$ cat src/rtl/bit_unpack_fifo.sv
`default_nettype none
// ============================================================================
// bit_unpack_fifo : WIDTH-bit word FIFO feeding a 2*WIDTH-bit buffer that
//                   serves variable-length LSB-first bit fields.
// Revision 1.0
// ============================================================================
module bit_unpack_fifo #(
   parameter int WIDTH  = 32,
   parameter int DEPTH  = 16,
   parameter int AW     = 4,
   parameter int MAXREQ = 15,
   parameter int LW     = 4,
   parameter int BCW    = 7
) (
   input  logic              clock,
   input  logic              reset,
   input  logic              pushin,
   input  logic [WIDTH-1:0]  datain,
   output logic              fifo_full,
   output logic              fifo_empty,
   output logic              overflow,
   input  logic              reqin,
   input  logic [LW-1:0]     reqlen,
   output logic              busy,
   output logic              pushout,
   output logic [LW-1:0]     lenout,
   output logic [MAXREQ-1:0] dataout,
   output logic [BCW-1:0]    bitcnt
);

   localparam int             CW       = AW + 1;
   localparam logic [LW-1:0]  C_MAXREQ = LW'(MAXREQ);
   localparam logic [BCW-1:0] C_WIDTH  = BCW'(WIDTH);
   localparam logic [CW-1:0]  C_DEPTH  = CW'(DEPTH);

   typedef enum logic [0:0] {
      S_IDLE = 1'b0,
      S_WAIT = 1'b1
   } state_t;

   logic [WIDTH-1:0]   mem_q [DEPTH];
   logic [AW-1:0]      wptr_q, wptr_d;
   logic [AW-1:0]      rptr_q, rptr_d;
   logic [CW-1:0]      count_q, count_d;
   logic [2*WIDTH-1:0] buf_q, buf_d;
   logic [BCW-1:0]     bitcnt_q, bitcnt_d;
   state_t             state_q, state_d;
   logic [LW-1:0]      len_q, len_d;
   logic               overflow_q, overflow_d;
   logic               pushout_q, pushout_d;
   logic [LW-1:0]      lenout_q, lenout_d;
   logic [MAXREQ-1:0]  dataout_q, dataout_d;

   logic [LW-1:0]      req_len;
   logic [LW-1:0]      serve_len;
   logic [BCW-1:0]     rem;
   logic               do_push;
   logic               do_pop;
   logic [2*WIDTH-1:0] shifted;
   logic [2*WIDTH-1:0] head_ext;
   logic [MAXREQ-1:0]  field;

   assign fifo_full  = (count_q == C_DEPTH);
   assign fifo_empty = (count_q == '0);
   assign overflow   = overflow_q;
   assign busy       = (state_q == S_WAIT);
   assign pushout    = pushout_q;
   assign lenout     = lenout_q;
   assign dataout    = dataout_q;
   assign bitcnt     = bitcnt_q;

   // Request handling; serve_len is zero on edges that deliver nothing.
   always_comb begin
      req_len   = (reqlen > C_MAXREQ) ? C_MAXREQ : reqlen;
      serve_len = '0;
      state_d   = state_q;
      len_d     = len_q;
      case (state_q)
         S_IDLE: begin
            if (reqin && (reqlen != '0)) begin
               len_d = req_len;
               if (bitcnt_q >= BCW'(req_len)) begin
                  serve_len = req_len;
               end else begin
                  state_d = S_WAIT;
               end
            end
         end
         S_WAIT: begin
            if (bitcnt_q >= BCW'(len_q)) begin
               serve_len = len_q;
               state_d   = S_IDLE;
            end
         end
         default: state_d = S_IDLE;
      endcase
   end

   always_comb begin
      field = '0;
      for (int i = 0; i < MAXREQ; i++) begin
         field[i] = buf_q[i] & (LW'(i) < serve_len);
      end
   end

   // Bits above bitcnt are always zero, so the refill word can simply be OR-ed in at rem.
   always_comb begin
      do_push  = pushin && !fifo_full;
      rem      = bitcnt_q - BCW'(serve_len);
      do_pop   = (rem <= C_WIDTH) && !fifo_empty;
      shifted  = buf_q >> serve_len;
      head_ext = {{WIDTH{1'b0}}, mem_q[rptr_q]} << rem;

      buf_d    = shifted;
      bitcnt_d = rem;
      rptr_d   = rptr_q;
      if (do_pop) begin
         buf_d    = shifted | head_ext;
         bitcnt_d = rem + C_WIDTH;
         rptr_d   = rptr_q + AW'(1);
      end

      wptr_d     = do_push ? (wptr_q + AW'(1)) : wptr_q;
      count_d    = count_q + CW'(do_push) - CW'(do_pop);
      overflow_d = overflow_q | (pushin & fifo_full);

      pushout_d  = (serve_len != '0);
      lenout_d   = lenout_q;
      dataout_d  = dataout_q;
      if (pushout_d) begin
         lenout_d  = serve_len;
         dataout_d = field;
      end
   end

   always_ff @(posedge clock) begin
      if (do_push) begin
         mem_q[wptr_q] <= datain;
      end
   end

   always_ff @(posedge clock) begin
      if (!reset) begin
         wptr_q     <= '0;
         rptr_q     <= '0;
         count_q    <= '0;
         buf_q      <= '0;
         bitcnt_q   <= '0;
         state_q    <= S_IDLE;
         len_q      <= '0;
         overflow_q <= 1'b0;
         pushout_q  <= 1'b0;
         lenout_q   <= '0;
         dataout_q  <= '0;
      end else begin
         wptr_q     <= wptr_d;
         rptr_q     <= rptr_d;
         count_q    <= count_d;
         buf_q      <= buf_d;
         bitcnt_q   <= bitcnt_d;
         state_q    <= state_d;
         len_q      <= len_d;
         overflow_q <= overflow_d;
         pushout_q  <= pushout_d;
         lenout_q   <= lenout_d;
         dataout_q  <= dataout_d;
      end
   end

endmodule
`default_nettype wire
$ cat config.mk
export PLATFORM = sky130hd
export DESIGN_NAME = bit_unpack_fifo
export DESIGN_NICKNAME = d
export VERILOG_FILES = /design/src/rtl/bit_unpack_fifo.sv
export SDC_FILE = /design/constraint.sdc
export NUM_CORES = 1
export LEC_CHECK = 0
export ABC_AREA = 1
export ABC_CLOCK_PERIOD_IN_PS = 7400
export BUFFER_PORTS_ARGS = -buffer_cell sky130_fd_sc_hd__buf_2
export CELL_PAD_IN_SITES_DETAIL_PLACEMENT = 2
export CELL_PAD_IN_SITES_GLOBAL_PLACEMENT = 2
export CORE_MARGIN = 1.5
export CORE_UTILIZATION = 41
export CTS_BUF_LIST = sky130_fd_sc_hd__clkbuf_2
export CTS_CLUSTER_SIZE = 12
export DETAILED_ROUTE_END_ITERATION = 12
export HOLD_SLACK_MARGIN = 0.08
export PLACE_DENSITY = 0.91
export SYNTH_ARGS = -nofsm -noshare
export SYNTH_HDL_FRONTEND = slang
export SYNTH_SLANG_ARGS = --single-unit
$ cat constraint.sdc
create_clock -name clock -period 7.4 [get_ports clock]
set_input_delay 1.48 -clock clock [delete_from_list [all_inputs] [get_ports clock]]
set_output_delay 1.48 -clock clock [all_outputs]
set_load 0.01 [all_outputs]
# After elaboration in Yosys (flattened, before gate mapping)
# Memories as Yosys holds them, arrays and structs flattened. A register that Yosys moved wholly into a read port is not among the register bits.
# Index checks and enable logic that the tools add are counted.
# word_totals
elab_cells	83
latch_bits	0
rom_bits	0
ramBits	512
memories	1
output_inout_bits	31
in_bits	40
ff_bits	110
# classes
eq_ne	1
mul	0
shift	2
add_sub_neg	6
magnitude_cmp	19
mux	15
n_bitwise	19
reduce_logical	9
n_div	0
# mem_list
memory	words	word_bits	rd	rd_clocked_by_memory_dff	wr	line_no	source
mem_q	16	32	1	1	1	41	logic [WIDTH-1:0] mem_q [DEPTH];
# ops
operator	count
$mux W64	1
$or A64 B64 Y64	1
$shl A32 B7 Y64	1
$shr A64 B4 Y64	1
$lt A4 B4 Y1 const A	7
$mux W4	6
$and A1 B1 Y1	16
$lt A3 B4 Y1 const A	4
$ge A7 B4 Y1	2
$add A4 B1 Y4 const B	2
$lt A1 B4 Y1 const A	2
$lt A2 B4 Y1 const A	2
$pmux W4 S2	1
$reduce_bool A4 Y1	2
$add A7 B6 Y7 const B	1
$le A7 B6 Y1 const B	1
$mux W7	1
$sub A7 B4 Y7	1
$add A5 B1 Y5	1
$eq A5 B5 Y1 const B	1
$logic_not A5 Y1	1
$mux W1	5
$sub A5 B1 Y5	1
$gt A4 B4 Y1 const B	1
other kinds (6)	9

# Logic depth before layout (Yosys ltp)
# Gate-level depths: netlist of the first run.
# logic_depth
ltp_word	11
depth_mapped	33
depth_no_buf	30

# Least setup slack after synthesis of the first run
# No wires, ideal clock.
# synth_timing
kind	input port to flip-flop
from	in reqlen[2]
to	reg count_q[4]
arrival_time_ns	6.426
required_ns	7.272
setup_ns	0.128
setup_slack_ns	0.846
stages	33
n_path_buf	3
path_cell_list	inv_1 ha_1 a21oi_1 nand2_1 nand2_1 nand4_1 nand3_1 nand2_1 inv_1 buf_2 buf_1 ha_1 a21oi_1 o21ai_2 nand2_1 nand2_2 xor2_4 clkinv_1 clkbuf_1 ha_1 inv_1 nand2_1 nand2_1 inv_1 ha_1 inv_1 ha_1 inv_1 fa_1 nor3_1 a211oi_1 o21ai_0 a21oi_1
# synth_between
elab_chain_len	10
word_cells_on_any_way	12
cone_classes	add/sub (2); order compare (3); mux (4); reduce/logical (3)
# synth_lines
element	line_no	source
start: declaration	23	input logic [LW-1:0] reqlen,
$gt A4 B4 Y1	74	req_len = (reqlen > C_MAXREQ) ? C_MAXREQ : reqlen;
$mux W4	74	
$ge A7 B4 Y1	82	if (bitcnt_q >= BCW'(req_len)) begin
$mux W4	82	
$mux W4 (*)	80	if (reqin && (reqlen != '0)) begin
$pmux W4 S2 (*)	78	case (state_q)
$sub A7 B4 Y7 (*)	109	rem = bitcnt_q - BCW'(serve_len);
$le A7 B6 Y1 (*)	110	do_pop = (rem <= C_WIDTH) && !fifo_empty;
$logic_and A1 B1 Y1 (*)	110	
$sub A5 B1 Y5 (*)	124	count_d = count_q + CW'(do_push) - CW'(do_pop);
end signal: assignment	158	count_q <= count_d;
end: declaration	44	logic [CW-1:0] count_q, count_d;
# Mark *: on every way between the ends. The rest lies on a longest branch, timed or not.
# A chain may end at the register's enable or synchronous reset.

# Worst setup path after layout of the first run
# layout_timing
from	reg len_q[2]
to	reg count_q[4]
# layout_between
elab_chain_len	7
# layout_lines
element	line_no	source
start: declaration	48	logic [LW-1:0] len_q, len_d;
start signal: assignment	162	len_q <= len_d;
$ge A7 B4 Y1	90	if (bitcnt_q >= BCW'(len_q)) begin
$mux W4 (*)	90	
$pmux W4 S2 (*)	78	
$sub A7 B4 Y7 (*)	109	
$le A7 B6 Y1 (*)	110	
$logic_and A1 B1 Y1 (*)	110	
$sub A5 B1 Y5 (*)	124	
# Marked as above.

==> reports/metrics.csv, run 1 <==
metric;value;unit
synth_fp_nets;3356;
clockBufferDepth;3;
crit_type;reg -> reg;
final_cells;4439;
fillers;7784;
grt_usage;35.1;%
ys.flop_type;edfxtp_1;
max_freq;162;MHz
synthTopCellsByArea;edfxtp_1 52%, nand3_1 17%, nand2_1 12%;
place_congestion;0.926;
die_w;273;um
syn_area;29800;sq um
place_inst;4138;
ant_nets;0;
drcViolationCount;0;
postCtsSetupBuffers;0;
hold_class;in -> reg;
fin_crit;6.17;ns
syn_area_per_cell;9.07;sq um
final-hold-violation-count;0;
seq_area;17700;sq um
cp_top_family;adder cells;
antenna_found_initial;8;
yosysTopAreaCellShare;51.5;%
hold_buffers;0;
die_h;273;um
cp.required;8.65;ns
post_cts_resize_count;0;
placed_area;31000;sq um
drt_pass1_iterations;6;
synth_top_family_by_area;simple AND/OR/NAND/NOR gates;
cts_tree;done;
initial_utilization;41.6;%
nNetsFinal;3421;
final_cell_area;32500;sq um
setup-tns-final;0;ns
cp_common_cell;nand2_1;
setup_viol;0;
area_growth;9.07;%
cp_data_arrival_time;7.43;ns
synth_xor_area_share;0.235;%
grt_pass1_wl;195000;um
wirelength;134000;um
wl_per_cell;30.1;um
synth_area_leader_cell;edfxtp_1;
drtIter0Drc;2880;
synth_compound_area_share;3.82;%
coreArea;71700;sq um
dieArea;74400;sq um
fin_skew;0.135;ns
slew_viol_final;0;
ys_ff_latch;626;
cts_buffers;165;
cts.sinks;626;
max_stage_delay;0.46;ns
synth_mux_area_share;0.101;%
multi_input_area;11000;sq um
period_share;83.4;%
cts-root-buf;clkbuf_2;
min_path_cells;3;
startpoint_type;flop;
min_from;reqlen[1];
rrSetupSlack;1.23;ns
cap_violations;0;
synth_cells;3290;
r2r-start;len_q[2];
p_leak;12.5;nW
drive_gt1_share;12.5;%
power_density;479;nW/um^2
worst_slew_pin_slew;1.28;ns
ir_worst_vdd;0.000404;V
relSlewSlack;14.4;%
cts_max_level;4;
crit_fanout;27;
post-synth-top-count-cell;nand3_1;
synthAdderAreaFrac;1.14;%
reg2reg_to;count_q[4];
grt_overflow;0;
avgViaCountPerCell;6.22;
clock_latency;1.43;ns
synth-seq-area-share;59.2;%
rsz0062_at_grt;no;
end_kind;flop;
finalCoreUtilization;45.4;%
holdPathEnd;len_q[1];
portBuffers;70;
yosysWarnings;0;
async_flop_share;0;%
first_global_vias;30100;
fp-row-count;98;
vias;27600;
p_total;15.6;mW
synth_common_cells;1016 x nand3_1, 965 x nand2_1, 512 x edfxtp_1;
slowest_stage;fa_1;
grt_max_degree;199;
synth_cell_types;39;
synth_edf_count;512;
outcome;finished clean;
rr_worst_depth;29;
io_pins;71;
cp.buffers_inverters;6;
cts.clk_slew.worst_paths;0.12;ns
dp_hpwl;76200;um
synth_simple_gate_area_share;31.2;%
[worst reg2reg max path: cells and delay by family, from the launching register on]
kind                     cells  cell delay [ns]
flip-flops                   1             0.40
adder cells (fa/ha/maj)      6             2.09
XOR/XNOR                     1             0.14
buffers and inverters        6             1.04
AND/OR/NAND/NOR             12             1.86
AO/OA/AOI/OAI                4             0.51
[logic make-up (layout without fill, tap and decap cells)]
logic type / after synthesis / in the layout
AND/OR/NAND/NOR: 2098 / 2098
flip-flops: 626 / 626
buffers and inverters: 320 / 509
AO/OA/AOI/OAI: 212 / 212
adder cells (fa/ha/maj): 26 / 26
XOR/XNOR: 5 / 5
multiplexers: 3 / 3
other: 0 / 10
[final cells by class]
cell class | instances | share of cell area (%)
Sequential cell | 626 | 54.3
Multi-Input combinational cell | 2344 | 33.9
Timing Repair Buffer | 116 | 2.18
Tap cell | 950 | 3.65
Antenna cell | 10 | 0.0769
Clock buffer | 241 | 3.71
Clock inverter | 50 | 0.961
Inverter | 102 | 1.22
[per-stage QoR]
step           hold slack, ns  setup WS [ns]
6_report                0.378           1.23
5_1_grt                 0.310          0.833
4_1_cts                 0.278           1.41
3_5_place_dp            0.459          0.526
3_3_place_gp            0.435          0.930
2_1_floorplan           0.447          0.846
[layer usage]
layer | vias up | GRT usage, % | share of wire, %
met4 | 2 | 19.7 | 5.6
met2 | 1457 | 59.2 | 49
met1 | 14000 | 42.0 | 38
met5 | - | 0 | 0.0090
li1 | 11700 | - | -
met3 | 476 | 6.71 | 7.4
[sequential cells by signal, summed over array words and instances, names as in the netlist, named ones only]
name and cells:
bitcnt 7, overflow 1, dataout 15, wptr_q 4, lenout 4, len_q 4
buf_q 64, rptr_q 4, busy 1, mem_q 512, pushout 1, count_q 5
[placed cells by master (no fill, tap or decap), types with 6 or more instances in the layout]
cell      instances
o211ai_1         17
nand2_2           6
clkinv_1         34
inv_6             6
nand2_1         961
a31oi_1           6
inv_2             8
buf_4            45
nand4_1          23
nand3_1        1016
or2_2            11
nor2_4           16
dfxtp_1         111
diode_2          10
inv_1            87
ha_1             24
buf_2            70
edfxtp_1        512
o21ai_0          69
nor2_1           51
o21a_1            6
a21oi_1         106
clkinv_2          6
clkbuf_2        241
[where the power goes]
group | total, mW | switching [mW] | internal (mW)
logic | 8.61 | 6.53 | 2.08
clock network | 2.68 | 1.77 | 0.915
registers | 4.28 | 0.211 | 4.07
[how the worst max path moves through the flow]
stage / start / endpoint / slack [ns] / cells past startpoint
5_1_grt: len_q[2] / count_q[4] / 0.83 / 29
6_report: len_q[2] / count_q[4] / 1.23 / 29
2_1_floorplan: reqlen[2] / count_q[4] / 0.85 / 33
3_3_place_gp: reqlen[2] / count_q[4] / 0.93 / 30
3_5_place_dp: reqlen[2] / count_q[4] / 0.53 / 30
4_1_cts: len_q[2] / count_q[4] / 1.41 / 29
No activity file was read; power rests on OpenSTA's default activity.
==> inputs of run 2 (changes only) <==
Settings changed: ABC_CLOCK_PERIOD_IN_PS 7400 to 5800.
Clock period 7.4 ns to 5.8 ns, I/O delays scaled along.
==> run 2 against run 1 <==
Effect of this change: the flow now finishes with violations (max-slew violations, negative setup slack); routed wire length is 6.7% higher; worst setup slack worse by 1.3 ns; power is 32% higher; critical path depth is 1 higher; critical endpoint unchanged; largest power group unchanged; highest routed layer unchanged.
==> reports/metrics.csv, run 2 (synthesis results as in run 1) <==
metric;value;unit;change
wl_per_cell;31.8;um;+5.7%
startpoint_type;flop;;
power_frac_seq;26.7;%;-0.8 points
multi_input_area;11000;sq um;about the same
power_frac_clock;17.5;%;+0.3 points
first_global_vias;30800;;+2.2%
cts-root-buf;clkbuf_2;;
p_leak;12.7;nW;+1.8%
drive_gt1_share;12.5;%;+0.061 points
die_w;273;um;unchanged
vias;28700;;+3.9%
final_cell_mix;1016 x nand3_1, 960 x nand2_1, 512 x edfxtp_1;;
setup_viol;1;;+1
violations;max-slew violations, negative setup slack;;
relSlewSlack;-31.5;%;-46 points
cp.required;7.05;ns;-1.60 ns
crit_type;reg -> reg;;
cts_max_level;4;;unchanged
wirelength;143000;um;+6.7%
io_pins;71;;unchanged
clockBufferDepth;3;;unchanged
ir_worst_vdd;0.000496;V;+23%
max_freq;170;MHz;+5.0%
fin_crit;5.88;ns;-0.296 ns
dieArea;74400;sq um;unchanged
max_stage_delay;0.49;ns;+0.03 ns
fp-row-count;98;;unchanged
regMostFlops;mem_q;;
drtIter0Drc;3391;;+18%
fin_ws;-0.0789;ns;-1.30 ns
cts.clk_slew.worst_paths;0.14;ns;+0.02 ns
cp_data_arrival_time;7.13;ns;-0.30 ns
cap_violations;0;;unchanged
place_congestion;0.921;;-0.48%
slowest_stage;fa_1;;
end_kind;flop;;
cts.sinks;626;;unchanged
grt_pass1_wl;207000;um;+6.3%
final_common_cell;nand3_1;;
seq_area;17700;sq um;about the same
outcome;complete, but fails checks;;
hold_class;in -> reg;;
switchingPower;11.3;mW;+33%
largest_reg_flops;512;;unchanged
clock_latency;1.50;ns;+0.07 ns
nNetsFinal;3465;;+1.3%
p_total;20.5;mW;+32%
grt_max_degree;236;;+19%
portBuffers;70;;unchanged
worst_slew_pin_slew;1.97;ns;+0.690 ns
die_h;273;um;unchanged
p_sw_share;54.9;%;+0.30 points
initial_utilization;41.6;%;unchanged
grt_usage;37.7;%;+2.6 points
final-hold-violation-count;0;;unchanged
cts_buffers;164;;-0.61%
intPower;9.26;mW;+31%
crit_fanout;5;;-81%
period_share;101;%;+18 points
cts_tree;done;;
fin_skew;0.141;ns;+0.00531 ns
slew_viol_final;183;;+183
final_cell_area;33000;sq um;+1.5%
power_density;622;nW/um^2;+30%
avgViaCountPerCell;6.41;;+3.0%
pwr-share-comb;55.8;%;+0.5 points
coreArea;71700;sq um;unchanged
area_growth;10.7;%;
dp_hpwl;78200;um;+2.6%
ant_nets;0;;unchanged
drt_pass1_iterations;6;;unchanged
placed_area;31100;sq um;+0.29%
dp_worst_setup_slack;-0.236;ns;-0.762 ns
hold_ws;0.185;ns;-0.193 ns
grt_overflow;0;;unchanged
drcViolationCount;0;;unchanged
fillers;7681;;-1.3%
cp_common_cell;inv_1;;
antenna_found_initial;6;;-2
==> run 2: final timing paths <==
check	slack, ns	to	start	cells past startpoint
min	0.18	mem_q[3][29]	datain[29]	1
min reg2reg	0.47	dataout[11]	dataout[11]	2
max	-0.08	count_q[4]	len_q[1]	30
max reg2reg	-0.08	count_q[4]	len_q[1]	30
==> run 2: power groups by stage <==
stage | logic (mW) | clock network (mW) | registers, mW
after floorplan | 6.72 | 0 | 5.42
after global placement | 9.73 | 0 | 5.53
after detailed placement | 10.3 | 0 | 5.56
after CTS | 10.7 | 3.50 | 5.48
after global routing | 12.0 | 3.77 | 5.51
final | 11.5 | 3.59 | 5.49
==> run 2: timing repair <==
action	CTS	global route
hold endpoints to repair	336	0
gates resized for setup	0	2
hold buffers	37	0
buffers inserted	0	2
endpoints found under the setup margin	0	1
==> run 2: final cells by class <==
cell class	instances	share of cell area (%)
Tap cell	950	3.60
Antenna cell	6	0.0455
Clock buffer	243	3.68
Inverter	102	1.21
Clock inverter	50	0.951
Multi-Input combinational cell	2344	33.4
Timing Repair Buffer	161	3.56
Sequential cell	626	53.5
==> run 2: routing by layer <==
layer	wire length [um]	global-route usage, %
met1	52300	44.3
met2	69600	63.1
met3	11700	8.73
met4	8980	22.4
met5	32	0
==> run 2: stage by stage <==
step | util [%] | std cells | setup TNS, ns
floorplan | - | 3290 | 0
global placement | 43.3 | 4144 | 0
detailed placement | 43.3 | 4144 | -0.236
CTS | 46.0 | 4474 | 0
global route | 46.0 | 4481 | -0.283
finish | 46.0 | 4482 | -0.0789
==> run 2: critical path: cells and delay by family (launching register included) <==
family	cells	cell delay [ns]
xor gates and xnor gates	1	0.26
AOI/OAI and AO/OA	4	0.62
buffers and inverters	7	0.62
adders and majority gates	6	1.98
and+or+nand+nor	12	1.71
DFF	1	0.48
